<file path="src/rtl/io_port_pkg.sv">
// Shared defaults for the IO port controller: bus width, outport FIFO depth
// and the pointer width derived from that depth.
package io_port_pkg;

   localparam int DATA_W_DEF    = 32;
   localparam int OUT_DEPTH_DEF = 4;

   // Pointer width for a power-of-two FIFO depth (depth >= 2).
   function automatic int ptr_w(input int depth);
      return $clog2(depth);
   endfunction

   localparam int PTR_W_DEF = ptr_w(OUT_DEPTH_DEF);

endpackage

</file>
<file path="src/rtl/io_port_controller_sync_fifo.sv">
// Synchronous FIFO for the outport path. Pointers wrap naturally because the
// depth is a power of two; a push while full is only taken alongside a pop.
module sync_fifo
   import io_port_pkg::*;
#(
   parameter int W     = DATA_W_DEF,
   parameter int DEPTH = OUT_DEPTH_DEF
) (
   input  logic                     clk,
   input  logic                     rst_n,
   input  logic                     push,
   input  logic                     pop,
   input  logic [W-1:0]             din,
   output logic                     full,
   output logic                     empty,
   output logic [W-1:0]             head,
   output logic [$clog2(DEPTH):0]   count
);

   localparam int PW = ptr_w(DEPTH);

   logic [W-1:0]  mem_q [DEPTH];
   logic [W-1:0]  mem_d [DEPTH];
   logic [PW-1:0] wr_ptr_q, wr_ptr_d;
   logic [PW-1:0] rd_ptr_q, rd_ptr_d;
   logic [PW:0]   cnt_q, cnt_d;
   logic          do_push, do_pop;

   assign empty = (cnt_q == '0);
   assign full  = (cnt_q == (PW+1)'(DEPTH));
   assign count = cnt_q;
   assign head  = empty ? '0 : mem_q[rd_ptr_q];

   always_comb begin
      mem_d    = mem_q;
      wr_ptr_d = wr_ptr_q;
      rd_ptr_d = rd_ptr_q;
      cnt_d    = cnt_q;
      do_pop   = pop & ~empty;
      do_push  = push & (~full | do_pop);
      if (do_push) begin
         mem_d[wr_ptr_q] = din;
         wr_ptr_d        = wr_ptr_q + PW'(1);
      end
      if (do_pop) begin
         rd_ptr_d = rd_ptr_q + PW'(1);
      end
      case ({do_push, do_pop})
         2'b10:   cnt_d = cnt_q + (PW+1)'(1);
         2'b01:   cnt_d = cnt_q - (PW+1)'(1);
         default: cnt_d = cnt_q;
      endcase
   end

   always_ff @(posedge clk or negedge rst_n) begin
      if (!rst_n) begin
         for (int i = 0; i < DEPTH; i++) mem_q[i] <= '0;
         wr_ptr_q <= '0;
         rd_ptr_q <= '0;
         cnt_q    <= '0;
      end else begin
         mem_q    <= mem_d;
         wr_ptr_q <= wr_ptr_d;
         rd_ptr_q <= rd_ptr_d;
         cnt_q    <= cnt_d;
      end
   end

endmodule

</file>
<file path="src/rtl/io_port_controller.sv">
// CPU IO port controller: edge-detected outport strobe feeding a FIFO toward
// an external sink, and a single-word holding register from an external source.
module io_port_controller
   import io_port_pkg::*;
#(
   parameter int DATA_W    = DATA_W_DEF,
   parameter int OUT_DEPTH = OUT_DEPTH_DEF
) (
   input  logic              clk,
   input  logic              clr,
   input  logic              outport_enable,
   input  logic [DATA_W-1:0] outport_data,
   output logic              out_valid,
   input  logic              out_ready,
   output logic [DATA_W-1:0] out_data,
   output logic              out_overflow,
   input  logic              in_valid,
   output logic              in_ready,
   input  logic [DATA_W-1:0] in_data,
   output logic [DATA_W-1:0] inport_in,
   input  logic              inport_out,
   output logic              in_full
);

   localparam int PTR_W = ptr_w(OUT_DEPTH);

   // valid/ready: a word moves when valid & ready are both high at a rising
   // clock edge; valid never waits on ready, and data holds while valid & ~ready.

   logic              en_prev_q, en_prev_d;
   logic              cons_prev_q, cons_prev_d;
   logic              overflow_q, overflow_d;
   logic              in_full_q, in_full_d;
   logic [DATA_W-1:0] inport_q, inport_d;
   logic              write_ev, consume_ev, accept;
   logic              fifo_full, fifo_empty, fifo_pop;
   logic [PTR_W:0]    fifo_count;
   logic              unused_fifo_count;

   assign write_ev          = outport_enable & ~en_prev_q;
   assign consume_ev        = inport_out & ~cons_prev_q;
   assign out_valid         = ~fifo_empty;
   assign fifo_pop          = out_valid & out_ready;
   assign in_ready          = ~in_full_q;
   assign accept            = in_valid & in_ready;
   assign in_full           = in_full_q;
   assign inport_in         = inport_q;
   assign out_overflow      = overflow_q;
   assign unused_fifo_count = ^fifo_count;

   always_comb begin
      en_prev_d   = outport_enable;
      cons_prev_d = inport_out;
      // A full FIFO only drops the word when nothing leaves in the same cycle.
      overflow_d  = overflow_q | (write_ev & fifo_full & ~fifo_pop);
      in_full_d   = in_full_q;
      inport_d    = inport_q;
      if (consume_ev && in_full_q) begin
         in_full_d = 1'b0;
      end else if (accept) begin
         in_full_d = 1'b1;
         inport_d  = in_data;
      end
   end

   always_ff @(posedge clk or negedge clr) begin
      if (!clr) begin
         en_prev_q   <= 1'b0;
         cons_prev_q <= 1'b0;
         overflow_q  <= 1'b0;
         in_full_q   <= 1'b0;
         inport_q    <= '0;
      end else begin
         en_prev_q   <= en_prev_d;
         cons_prev_q <= cons_prev_d;
         overflow_q  <= overflow_d;
         in_full_q   <= in_full_d;
         inport_q    <= inport_d;
      end
   end

   sync_fifo #(
      .W     (DATA_W),
      .DEPTH (OUT_DEPTH)
   ) u_out_fifo (
      .clk   (clk),
      .rst_n (clr),
      .push  (write_ev),
      .pop   (fifo_pop),
      .din   (outport_data),
      .full  (fifo_full),
      .empty (fifo_empty),
      .head  (out_data),
      .count (fifo_count)
   );

endmodule

</file>
<file path="config.mk">
export PLATFORM = sky130hd
export DESIGN_NAME = io_port_controller
export DESIGN_NICKNAME = d
export VERILOG_FILES = /design/src/rtl/io_port_pkg.sv /design/src/rtl/io_port_controller_sync_fifo.sv /design/src/rtl/io_port_controller.sv
export SDC_FILE = /design/constraint.sdc
export NUM_CORES = 1
export LEC_CHECK = 0
export BUFFER_PORTS_ARGS = -buffer_cell sky130_fd_sc_hd__buf_2
export CAP_MARGIN = 20
export CORE_MARGIN = 2
export CORE_UTILIZATION = 56
export DETAILED_ROUTE_END_ITERATION = 8
export PLACE_DENSITY_LB_ADDON = 0.12
export SKIP_LAST_GASP = 1
export SLEW_MARGIN = 5
export SYNTH_ARGS = -nofsm -noshare
export SYNTH_HDL_FRONTEND = slang
export SYNTH_SLANG_ARGS = --single-unit
</file>
<file path="constraint.sdc">
create_clock -name clk -period 2.5 [get_ports clk]
set_clock_uncertainty 0.15 [all_clocks]
set_input_delay 0.625 -clock clk [delete_from_list [all_inputs] [get_ports clk]]
set_output_delay 0.625 -clock clk [all_outputs]
set_load 0.01 [all_outputs]
</file>
==> impl_metrics.env, run 1 <==
export IMPL_status="complete, but fails checks"
export IMPL_violations="hold timing, setup timing"
export IMPL_maxSlewHeadroom=0.668
export IMPL_worst_pin_slew_ns=0.498
export IMPL_yosysWarnings=0
export IMPL_rows=43
export IMPL_antenna_left=0
export IMPL_die_y_um=124
export IMPL_grt_ovfl_total=0
export IMPL_syn_cell_area_um2=8100
export IMPL_r2r_cells=8
export IMPL_synth_fp_nets=539
export IMPL_syn_area_per_cell_um2=17.5
export IMPL_r2r_start="u_out_fifo.count[0]$_DFFE_PN0P_"
export IMPL_ios=138
export IMPL_drt_wl_total_um=16300
export IMPL_final_cells=811
export IMPL_slew_violations=0
export IMPL_grt_use_total=0.226
export IMPL_yosys_area_share_simple=0.0374
export IMPL_hold_buffers=0
export IMPL_cp_required_ns=1.73
export IMPL_maxCapViolations=0
export IMPL_synth_compound_area_frac=0.00216
export IMPL_dp_slack_ns=0.0668
export IMPL_grt_max_degree=51
export IMPL_synthToLayoutAreaGrowth_pct=23.0
export IMPL_cts_tree="yes"
export IMPL_hold_viol=2
export IMPL_setup_ws_ns=-0.170
export IMPL_startpoint="u_out_fifo.rd_ptr_q[0]$_DFFE_PN0P_"
export IMPL_htreeDepth=4
export IMPL_yosysSeqAreaShare=0.528
export IMPL_synth_edf_count=0
export IMPL_critPathKind="reg2out"
export IMPL_max_freq_mhz=375
export IMPL_synth_ff_type="dfrtp_1"
export IMPL_place_congestion=0.766
export IMPL_min_period_over_period=1.07
export IMPL_drc=0
export IMPL_async_flop_share=1.00
export IMPL_synth_adder_area_share=0.0102
export IMPL_grt_pass1_wl_um=27500
export IMPL_ys_top_cells_by_count="dfrtp_1 (171), mux2_4 (120), mux2_2 (41)"
export IMPL_whs_ns=-0.00604
export IMPL_postSynthCellCount=463
export IMPL_p_per_area_nw_per_um2=1410
export IMPL_detail_route_wl_per_cell_um=20.1
export IMPL_start_util=0.579
export IMPL_cts_buffer_depth=2
export IMPL_fin_nets=696
export IMPL_clk_pin_slew_ns=0.06
export IMPL_rsz0062_at_grt="true"
export IMPL_synth_most_common_cell="dfrtp_1"
export IMPL_min_period_ns=2.67
export IMPL_clock_sinks=171
export IMPL_startpoint_type="register"
export IMPL_core_area_um2=14000
export IMPL_regToRegEndpoint="u_out_fifo.count[2]$_DFFE_PN0P_"
export IMPL_synthXorXnorAreaFrac=0.00649
export IMPL_dp_cells=773
export IMPL_first_global_vias=4978
export IMPL_layout_drive_gt1_share=0.670
export IMPL_drt_pass1_iter_count=4
export IMPL_drt_initial_drc_count=256
export IMPL_clock_latency_ns=0.42
export IMPL_r2r_slack_ns=0.25
export IMPL_leakagePower_nw=4.62
export IMPL_arrival_ns=1.90
export IMPL_final_area_um2=9960
export IMPL_hold_class="in2async"
export IMPL_synth_top_family_by_area="multiplexers"
export IMPL_yosysTopAreaCell="dfrtp_1"
export IMPL_vdd_ir_drop_max_mv=0.841
export IMPL_synthTopCellsByArea="dfrtp_1 (53%), mux2_4 (22%), mux4_2 (8.9%), mux2_2 (5.7%), buf_12 (3.0%)"
export IMPL_synth_cell_types=25
export IMPL_viasPerCell=5.52
export IMPL_synth_top_area_share=0.528
export IMPL_path_max_fanout=6
export IMPL_dieArea_um2=15400
export IMPL_cts_buffers=17
export IMPL_portBuffers=137
export IMPL_antenna_found_initial=0
export IMPL_hpwlAfterDp_um=10400
export IMPL_synth_mux_area_frac=0.370
export IMPL_place_area_um2=9030
export IMPL_end_kind="primary output"
export IMPL_endpoint="out_data[9]"
export IMPL_root_buffer="clkbuf_16"
export IMPL_synth_seq_cells=171
export IMPL_setup_viol=32
export IMPL_fp_dieW_um=124
export IMPL_vias=4480
[layer usage]
layer	vias to the layer above	wire length, µm	global-route usage
met5	-	0	0
met4	0	248	0.0635
met3	21	836	0.0571
met2	129	7980	0.357
met1	2364	7260	0.315
li1	1966	-	-
[state kept, by name, summed over array words and instances, names as in the netlist]
| name | cells |
|---|---|
| u_out_fifo.mem_q | 128 |
| inport_in | 32 |
| u_out_fifo.count | 3 |
| u_out_fifo.rd_ptr_q | 2 |
| u_out_fifo.wr_ptr_q | 2 |
| cons_prev_q | 1 |
| en_prev_q | 1 |
| in_full | 1 |
| out_overflow | 1 |
[worst min-delay path by stage]
stage                                      from                        end  slack, ns  depth (start not counted)
after floorplan                             clr      cons_prev_q$_DFF_PN0_       0.18                          0
after global placement    cons_prev_q$_DFF_PN0_        in_full$_DFFE_PN0P_       0.30                          1
after detailed placement  cons_prev_q$_DFF_PN0_        in_full$_DFFE_PN0P_       0.30                          1
after CTS                                   clr  inport_in[22]$_DFFE_PN0P_      0.008                          1
after global routing                        clr  inport_in[22]$_DFFE_PN0P_       0.02                          1
final                                       clr  inport_in[22]$_DFFE_PN0P_     -0.006                          1
[area by class of cell]
class                      count  area, µm²
antenna                        1       2.50
tap                          180        225
timing repair buffer         170       1250
sequential                   171       4280
clock inverter                 8        145
multi-input combinational    252       3570
clock buffer                  21        450
fill                         941       4030
inverter                       8       30.0
[cell families (layout without fill, tap and decap cells)]
kind of cell               after synthesis  in the layout
and+or+nand+nor                         44             44
DFF                                    171            171
adders and majority gates                6              6
muxes                                  194            194
other                                    0              1
AOI/OAI and AO/OA                        2              2
buffers and inverters                   40            207
xor gates and xnor gates                 6              6
[timing repair]
action | 4_1_cts | 5_1_grt
buffers inserted | 5 | 1
pin swaps | 32 | 0
gates cloned | 4 | 0
setup endpoints to repair | 33 | 32
endpoints found under the hold margin | 0 | 0
resized for setup | 46 | 12
[where the power goes]
part	internal, mW	switching (mW)
clock network	1.68	1.01
logic	4.37	2.21
registers	4.04	0.763
total	10.1	3.99
[metrics by stage]
| stage | power (mW) | TNS, ns | utilization | hold WS (ns) |
|---|---|---|---|---|
| after floorplan | 8.67 | 0 | - | 0.179 |
| after global placement | 10.1 | 0 | 0.645 | 0.295 |
| after detailed placement | 10.3 | 0 | 0.645 | 0.302 |
| after CTS | 14.1 | -5.49 | 0.711 | 0.00847 |
| after global routing | 14.9 | -6.50 | 0.712 | 0.0206 |
| final | 14.1 | -4.02 | 0.712 | -0.00604 |
[worst max-delay path, stage by stage, from the launching register on]
cell	delay, ns
dfrtp_2	0.42
buf_6	0.16
buf_16	0.14
mux4_2	0.49
and2_4	0.15
buf_6	0.11
[placed cells by master (no fill, tap or decap), drive strengths merged]
| master | n |
|---|---|
| buf | 170 |
| nand2 | 1 |
| xor2 | 3 |
| clkinvlp | 2 |
| xnor2 | 3 |
| clkbuf | 21 |
| nor4b | 1 |
| nor2b | 1 |
| bufinv | 4 |
| and2 | 33 |
| mux2i | 1 |
| mux4 | 32 |
| or3 | 1 |
| mux2 | 161 |
| a31o | 1 |
| nor3b | 1 |
| diode | 1 |
| o22a | 1 |
| nand3 | 1 |
| dfrtp | 171 |
| fa | 1 |
| ha | 5 |
| inv | 8 |
| clkinv | 2 |
| nor2 | 1 |
| nor4bb | 4 |
Note: power is estimated with default switching activity, not from simulation.
==> inputs of run 2 (changes only) <==
--- a/config.mk
+++ b/config.mk
@@ -10,7 +10,8 @@
 export CORE_MARGIN = 2
 export CORE_UTILIZATION = 56
 export DETAILED_ROUTE_END_ITERATION = 8
-export PLACE_DENSITY_LB_ADDON = 0.12
+export PLACE_DENSITY = 0.9
+export SETUP_SLACK_MARGIN = 0.1
 export SKIP_LAST_GASP = 1
 export SLEW_MARGIN = 5
 export SYNTH_ARGS = -nofsm -noshare
==> constraint.sdc (replaced) <==
create_clock -name clk -period 2.8 [get_ports clk]
set_clock_uncertainty 0.15 [all_clocks]
set_input_delay 0.7 -clock clk [delete_from_list [all_inputs] [get_ports clk]]
set_output_delay 0.7 -clock clk [all_outputs]
set_load 0.01 [all_outputs]
==> run 2 against run 1 <==
Effect of this change: the run now ends clean; cell area is 3.3% lower; die area stayed put; clock power is 9.7% lower; highest routed layer unchanged.
==> impl_metrics.env, run 2 (synthesis results as in run 1) <==
export IMPL_status="completed"
export IMPL_hpwlAfterDp_um=10900
export IMPL_cts_buffer_depth=2
export IMPL_antenna_found_initial=1
export IMPL_worst_pin_slew_ns=0.551
export IMPL_dp_cells=769
export IMPL_critPathKind="reg2out"
export IMPL_vias=4436
export IMPL_grt_max_degree=59
export IMPL_core_area_um2=14000
export IMPL_htreeDepth=4
export IMPL_p_per_area_nw_per_um2=1220
export IMPL_drt_initial_drc_count=209
export IMPL_final_util=0.689
export IMPL_cp_required_ns=1.95
export IMPL_setup_viol=0
export IMPL_switching_share=0.306
export IMPL_final_area_um2=9630
export IMPL_slew_violations=0
export IMPL_vdd_ir_drop_max_mv=0.669
export IMPL_place_congestion=0.874
export IMPL_fp_dieW_um=124
export IMPL_final_cells=802
export IMPL_rsz0062_at_grt="true"
export IMPL_leakagePower_nw=4.45
export IMPL_grt_pass1_wl_um=27400
export IMPL_p_sw_mw=3.58
export IMPL_clk_pin_slew_ns=0.07
export IMPL_fin_nets=684
export IMPL_min_period_over_period=0.985
export IMPL_drt_wl_total_um=16700
export IMPL_startpoint_type="register"
export IMPL_antenna_left=0
export IMPL_hold_viol=0
export IMPL_end_kind="primary output"
export IMPL_grt_use_total=0.227
export IMPL_place_area_um2=9010
export IMPL_regMostFlops="u_out_fifo.mem_q"
export IMPL_final_cell_mix="dfrtp_1 (169), buf_2 (136), mux2_4 (120)"
export IMPL_min_period_ns=2.76
export IMPL_dieArea_um2=15400
export IMPL_cts_tree="yes"
export IMPL_start_util=0.579
export IMPL_p_seq_frac=0.370
export IMPL_max_freq_mhz=363
export IMPL_grt_ovfl_total=0
export IMPL_clock_sinks=171
export IMPL_intPower_mw=8.13
export IMPL_layout_drive_gt1_share=0.633
export IMPL_layout_commonest_cell="dfrtp_1"
export IMPL_viasPerCell=5.53
export IMPL_largest_reg_flops=128
export IMPL_comb_power_share=0.423
export IMPL_first_global_vias=4959
export IMPL_maxCapViolations=0
export IMPL_clock_latency_ns=0.42
export IMPL_ios=138
export IMPL_finalPower_mw=11.7
export IMPL_arrival_ns=1.91
export IMPL_die_y_um=124
export IMPL_drt_pass1_iter_count=4
export IMPL_synthToLayoutAreaGrowth_pct=19.0
export IMPL_setup_ws_ns=0.0430
export IMPL_portBuffers=137
export IMPL_clkPwrFrac=0.208
export IMPL_whs_ns=0.0934
export IMPL_rows=43
export IMPL_dp_slack_ns=0.257
export IMPL_cts_buffers=17
export IMPL_hold_class="in2async"
export IMPL_path_max_fanout=18
export IMPL_root_buffer="clkbuf_16"
export IMPL_drc=0
export IMPL_detail_route_wl_per_cell_um=20.8
export IMPL_maxSlewHeadroom=0.633
export IMPL_hold_buffers=0
export IMPL_tns_ns=0
## run 2: changes by cell type in the layout (fill, tap and decap cells not counted), moves of 2 or more
cell	previous run	this run
buf_6	27	1
inv_6	0	3
buf_16	3	0
buf_2	114	136
clkinv_2	2	0
clkinv_4	0	2
clkinvlp_4	2	6
clkbuf_1	3	0
and2_1	10	33
buf_4	18	12
and2_4	23	0
## run 2: path summary, 6_finish.rpt
kind | from | end | slack [ns] | depth (start not counted)
setup reg to reg | u_out_fifo.count[0]$_DFFE_PN0P_ | u_out_fifo.count[1]$_DFFE_PN0P_ | 0.56 | 6
setup / recovery | u_out_fifo.rd_ptr_q[0]$_DFFE_PN0P_ | out_data[16] | 0.04 | 4
hold / removal | clr | u_out_fifo.mem_q[93]$_DFFE_PN0P_ | 0.09 | 1
min in group clk | inport_out | cons_prev_q$_DFF_PN0_ | 0.27 | 1
max in group asynchronous | clr | u_out_fifo.mem_q[64]$_DFFE_PN0P_ | 1.70 | 2
hold reg to reg | out_overflow$_DFF_PN0_ | out_overflow$_DFF_PN0_ | 0.35 | 1
## run 2: worst max-delay path: stages (launching register included)
cell and delay [ns]:
dfrtp_2 0.41, buf_12 0.21, mux4_2 0.54, and2_1 0.18
buf_2 0.14
## run 2: cell type report
type	count	area, µm²
Clock buffer	17	425
Antenna cell	1	2.50
Timing Repair Buffer	158	962
Multi-Input combinational cell	252	3520
Clock inverter	15	190
Tap cell	180	225
Sequential cell	171	4280
Inverter	8	30.0
Fill cell	921	4350
## run 2: metal layers
| layer | GRT usage | wire length [µm] | vias to the layer above |
|---|---|---|---|
| met2 | 0.381 | 8490 | 152 |
| met1 | 0.300 | 7140 | 2313 |
| li1 | - | - | 1956 |
| met5 | 0 | 0 | - |
| met4 | 0.0549 | 165 | 0 |
| met3 | 0.0580 | 892 | 15 |
## run 2: what timing repair did
action	in CTS	in global routing
buffers inserted	0	0
setup endpoints to repair	32	32
gates resized for setup	1	0
pin swaps	0	0
## run 2: power groups by stage
| stage | Clock, mW | Sequential, mW | Combinational [mW] |
|---|---|---|---|
| after global routing | 2.59 | 4.45 | 5.29 |
| after global placement | 0 | 4.20 | 4.82 |
| after detailed placement | 0 | 4.31 | 4.96 |
| after floorplan | 0 | 4.12 | 3.62 |
| after CTS | 2.47 | 4.31 | 5.02 |
| final | 2.43 | 4.33 | 4.95 |
==> inputs of run 3 (changes only) <==
--- a/config.mk
+++ b/config.mk
@@ -7,10 +7,12 @@
 export LEC_CHECK = 0
 export BUFFER_PORTS_ARGS = -buffer_cell sky130_fd_sc_hd__buf_2
 export CAP_MARGIN = 20
+export CELL_PAD_IN_SITES_DETAIL_PLACEMENT = 0
+export CELL_PAD_IN_SITES_GLOBAL_PLACEMENT = 1
 export CORE_MARGIN = 2
-export CORE_UTILIZATION = 56
+export CORE_UTILIZATION = 48
 export DETAILED_ROUTE_END_ITERATION = 8
-export PLACE_DENSITY = 0.9
+export PLACE_DENSITY = 0.91
 export SETUP_SLACK_MARGIN = 0.1
 export SKIP_LAST_GASP = 1
 export SLEW_MARGIN = 5
==> run 3 against run 2 <==
Effect of this change: die area rose by 16%; count of clock-buffer cells in the layout unchanged; highest routed layer unchanged; critical endpoint is now out_data[31]; sequential share of layout area decreased by 0.37 points; global-route usage shrank 3.4 points; routed wire length down 1.7%; combinational power barely moved; via count shrank 0.23%; cell count up 4.6%.
==> impl_metrics.env, run 3 (synthesis results as in run 1) <==
export IMPL_drt_pass1_iter_count=4
export IMPL_wl_met1_um=7270
export IMPL_slowest_delay_ns=0.53
export IMPL_arrival_ns=1.90
export IMPL_r2r_slack_ns=0.40
export IMPL_viasPerCell=5.28
export IMPL_antenna_found_initial=0
export IMPL_grt_use_total=0.193
export IMPL_grt_ovfl_total=0
export IMPL_r2r_start="u_out_fifo.count[1]$_DFFE_PN0P_"
export IMPL_vdd_ir_drop_max_mv=0.594
export IMPL_cp_required_ns=1.95
export IMPL_layout_commonest_cell="dfrtp_1"
export IMPL_switching_share=0.300
export IMPL_startpoint_type="register"
export IMPL_dr_wl_met3_um=716
export IMPL_startpoint="u_out_fifo.rd_ptr_q[0]$_DFFE_PN0P_"
export IMPL_p_per_area_nw_per_um2=1210
export IMPL_cts_tree="yes"
export IMPL_fin_nets=683
export IMPL_setup_viol=0
export IMPL_drt_initial_drc_count=191
export IMPL_worst_pin_slew_ns=0.512
export IMPL_cp_top_family="multiplexers"
export IMPL_slew_violations=0
export IMPL_comb_power_share=0.421
export IMPL_grt_pass1_wl_um=26700
export IMPL_maxCapViolations=0
export IMPL_clock_sinks=171
export IMPL_clock_latency_ns=0.42
export IMPL_dp_cells=807
export IMPL_drc=0
export IMPL_htreeDepth=4
export IMPL_ios=138
export IMPL_worst_path_buf_inv=2
export IMPL_clk_pin_slew_ns=0.06
export IMPL_layout_drive_gt1_share=0.630
export IMPL_maxSlewHeadroom=0.658
export IMPL_place_area_um2=9080
export IMPL_dieArea_um2=17900
export IMPL_cts_buffer_depth=2
export IMPL_first_global_vias=4866
export IMPL_status="completed"
export IMPL_root_buffer="clkbuf_16"
export IMPL_top_layer_used="met4"
export IMPL_drt_wl_total_um=16400
export IMPL_regToRegEndpoint="u_out_fifo.count[2]$_DFFE_PN0P_"
export IMPL_hold_class="in2async"
export IMPL_final_cells=839
export IMPL_final_cell_mix="dfrtp_1 (169), buf_2 (136), mux2_4 (120)"
export IMPL_leakagePower_nw=4.46
export IMPL_finalPower_mw=11.8
export IMPL_min_period_ns=2.75
export IMPL_hpwlAfterDp_um=11000
export IMPL_hold_buffers=0
export IMPL_portBuffers=137
export IMPL_die_y_um=134
export IMPL_max_freq_mhz=363
export IMPL_start_util=0.490
export IMPL_end_kind="primary output"
export IMPL_synthToLayoutAreaGrowth_pct=20.0
export IMPL_regMostFlops="u_out_fifo.mem_q"
export IMPL_met2_length_um=8190
export IMPL_place_congestion=0.731
export IMPL_critPathKind="reg2out"
export IMPL_clkPwrFrac=0.211
export IMPL_rows=47
export IMPL_r2r_cells=9
export IMPL_cts_buffers=17
export IMPL_final_area_um2=9720
export IMPL_setup_ws_ns=0.0469
export IMPL_detail_route_wl_per_cell_um=19.5
export IMPL_path_max_fanout=19
export IMPL_min_period_over_period=0.983
export IMPL_tns_ns=0
export IMPL_largest_reg_flops=128
export IMPL_vias=4426
export IMPL_p_seq_frac=0.367
export IMPL_crit_chain="buf_12, mux4_2, and2_1, buf_2"
export IMPL_hold_viol=0
export IMPL_core_area_um2=16500
export IMPL_intPower_mw=8.22
export IMPL_diodes=0
export IMPL_p_sw_mw=3.53
export IMPL_grt_max_degree=74
export IMPL_fp_dieW_um=134
export IMPL_dp_slack_ns=0.241
export IMPL_final_util=0.588
export IMPL_whs_ns=0.0647
export IMPL_rsz0062_at_grt="true"
export IMPL_antenna_left=0
export IMPL_cp_slowest_cell="mux4_2"
-- run 3: changes by cell type in the layout (fill, tap and decap cells not counted), moves of 2 or more --
cell        change
buf_12          +3
buf_4           -5
clkinv_2        +2
clkinvlp_4      -2
-- run 3: per-layer routing --
| metal | global-route usage | vias up |
|---|---|---|
| met3 | 0.0374 | 17 |
| met2 | 0.323 | 117 |
| li1 | - | 1947 |
| met1 | 0.254 | 2345 |
| met5 | 0 | - |
| met4 | 0.0638 | 0 |
-- run 3: area by class of cell --
cell class	count	area, µm²
sequential	171	4280
fill	1219	6810
tap	220	275
multi-input combinational	252	3510
clock inverter	14	195
clock buffer	17	425
timing repair buffer	157	996
inverter	8	30.0
-- run 3: what timing repair did --
item | CTS | global route
resized for setup | 1 | 0
endpoints found under the setup margin | 27 | 32
cloned | 0 | 0
buffers inserted | 1 | 0
-- run 3: worst max path at each step --
stage | slack (ns) | cells past startpoint | to
6_report | 0.05 | 4 | out_data[31]
4_1_cts | 0.02 | 4 | out_data[31]
5_1_grt | -0.05 | 4 | out_data[2]
3_5_place_dp | 0.24 | 10 | u_out_fifo.count[2]$_DFFE_PN0P_
2_1_floorplan | 0.41 | 9 | u_out_fifo.count[2]$_DFFE_PN0P_
3_3_place_gp | 0.35 | 10 | u_out_fifo.count[2]$_DFFE_PN0P_
-- run 3: power by group through the flow --
stage / Combinational (mW) / Sequential [mW] / Clock [mW]
after floorplan: 3.62 / 4.12 / 0
after global placement: 4.87 / 4.21 / 0
after detailed placement: 4.98 / 4.31 / 0
after CTS: 5.02 / 4.30 / 2.53
after global routing: 5.31 / 4.43 / 2.65
final: 4.95 / 4.32 / 2.48
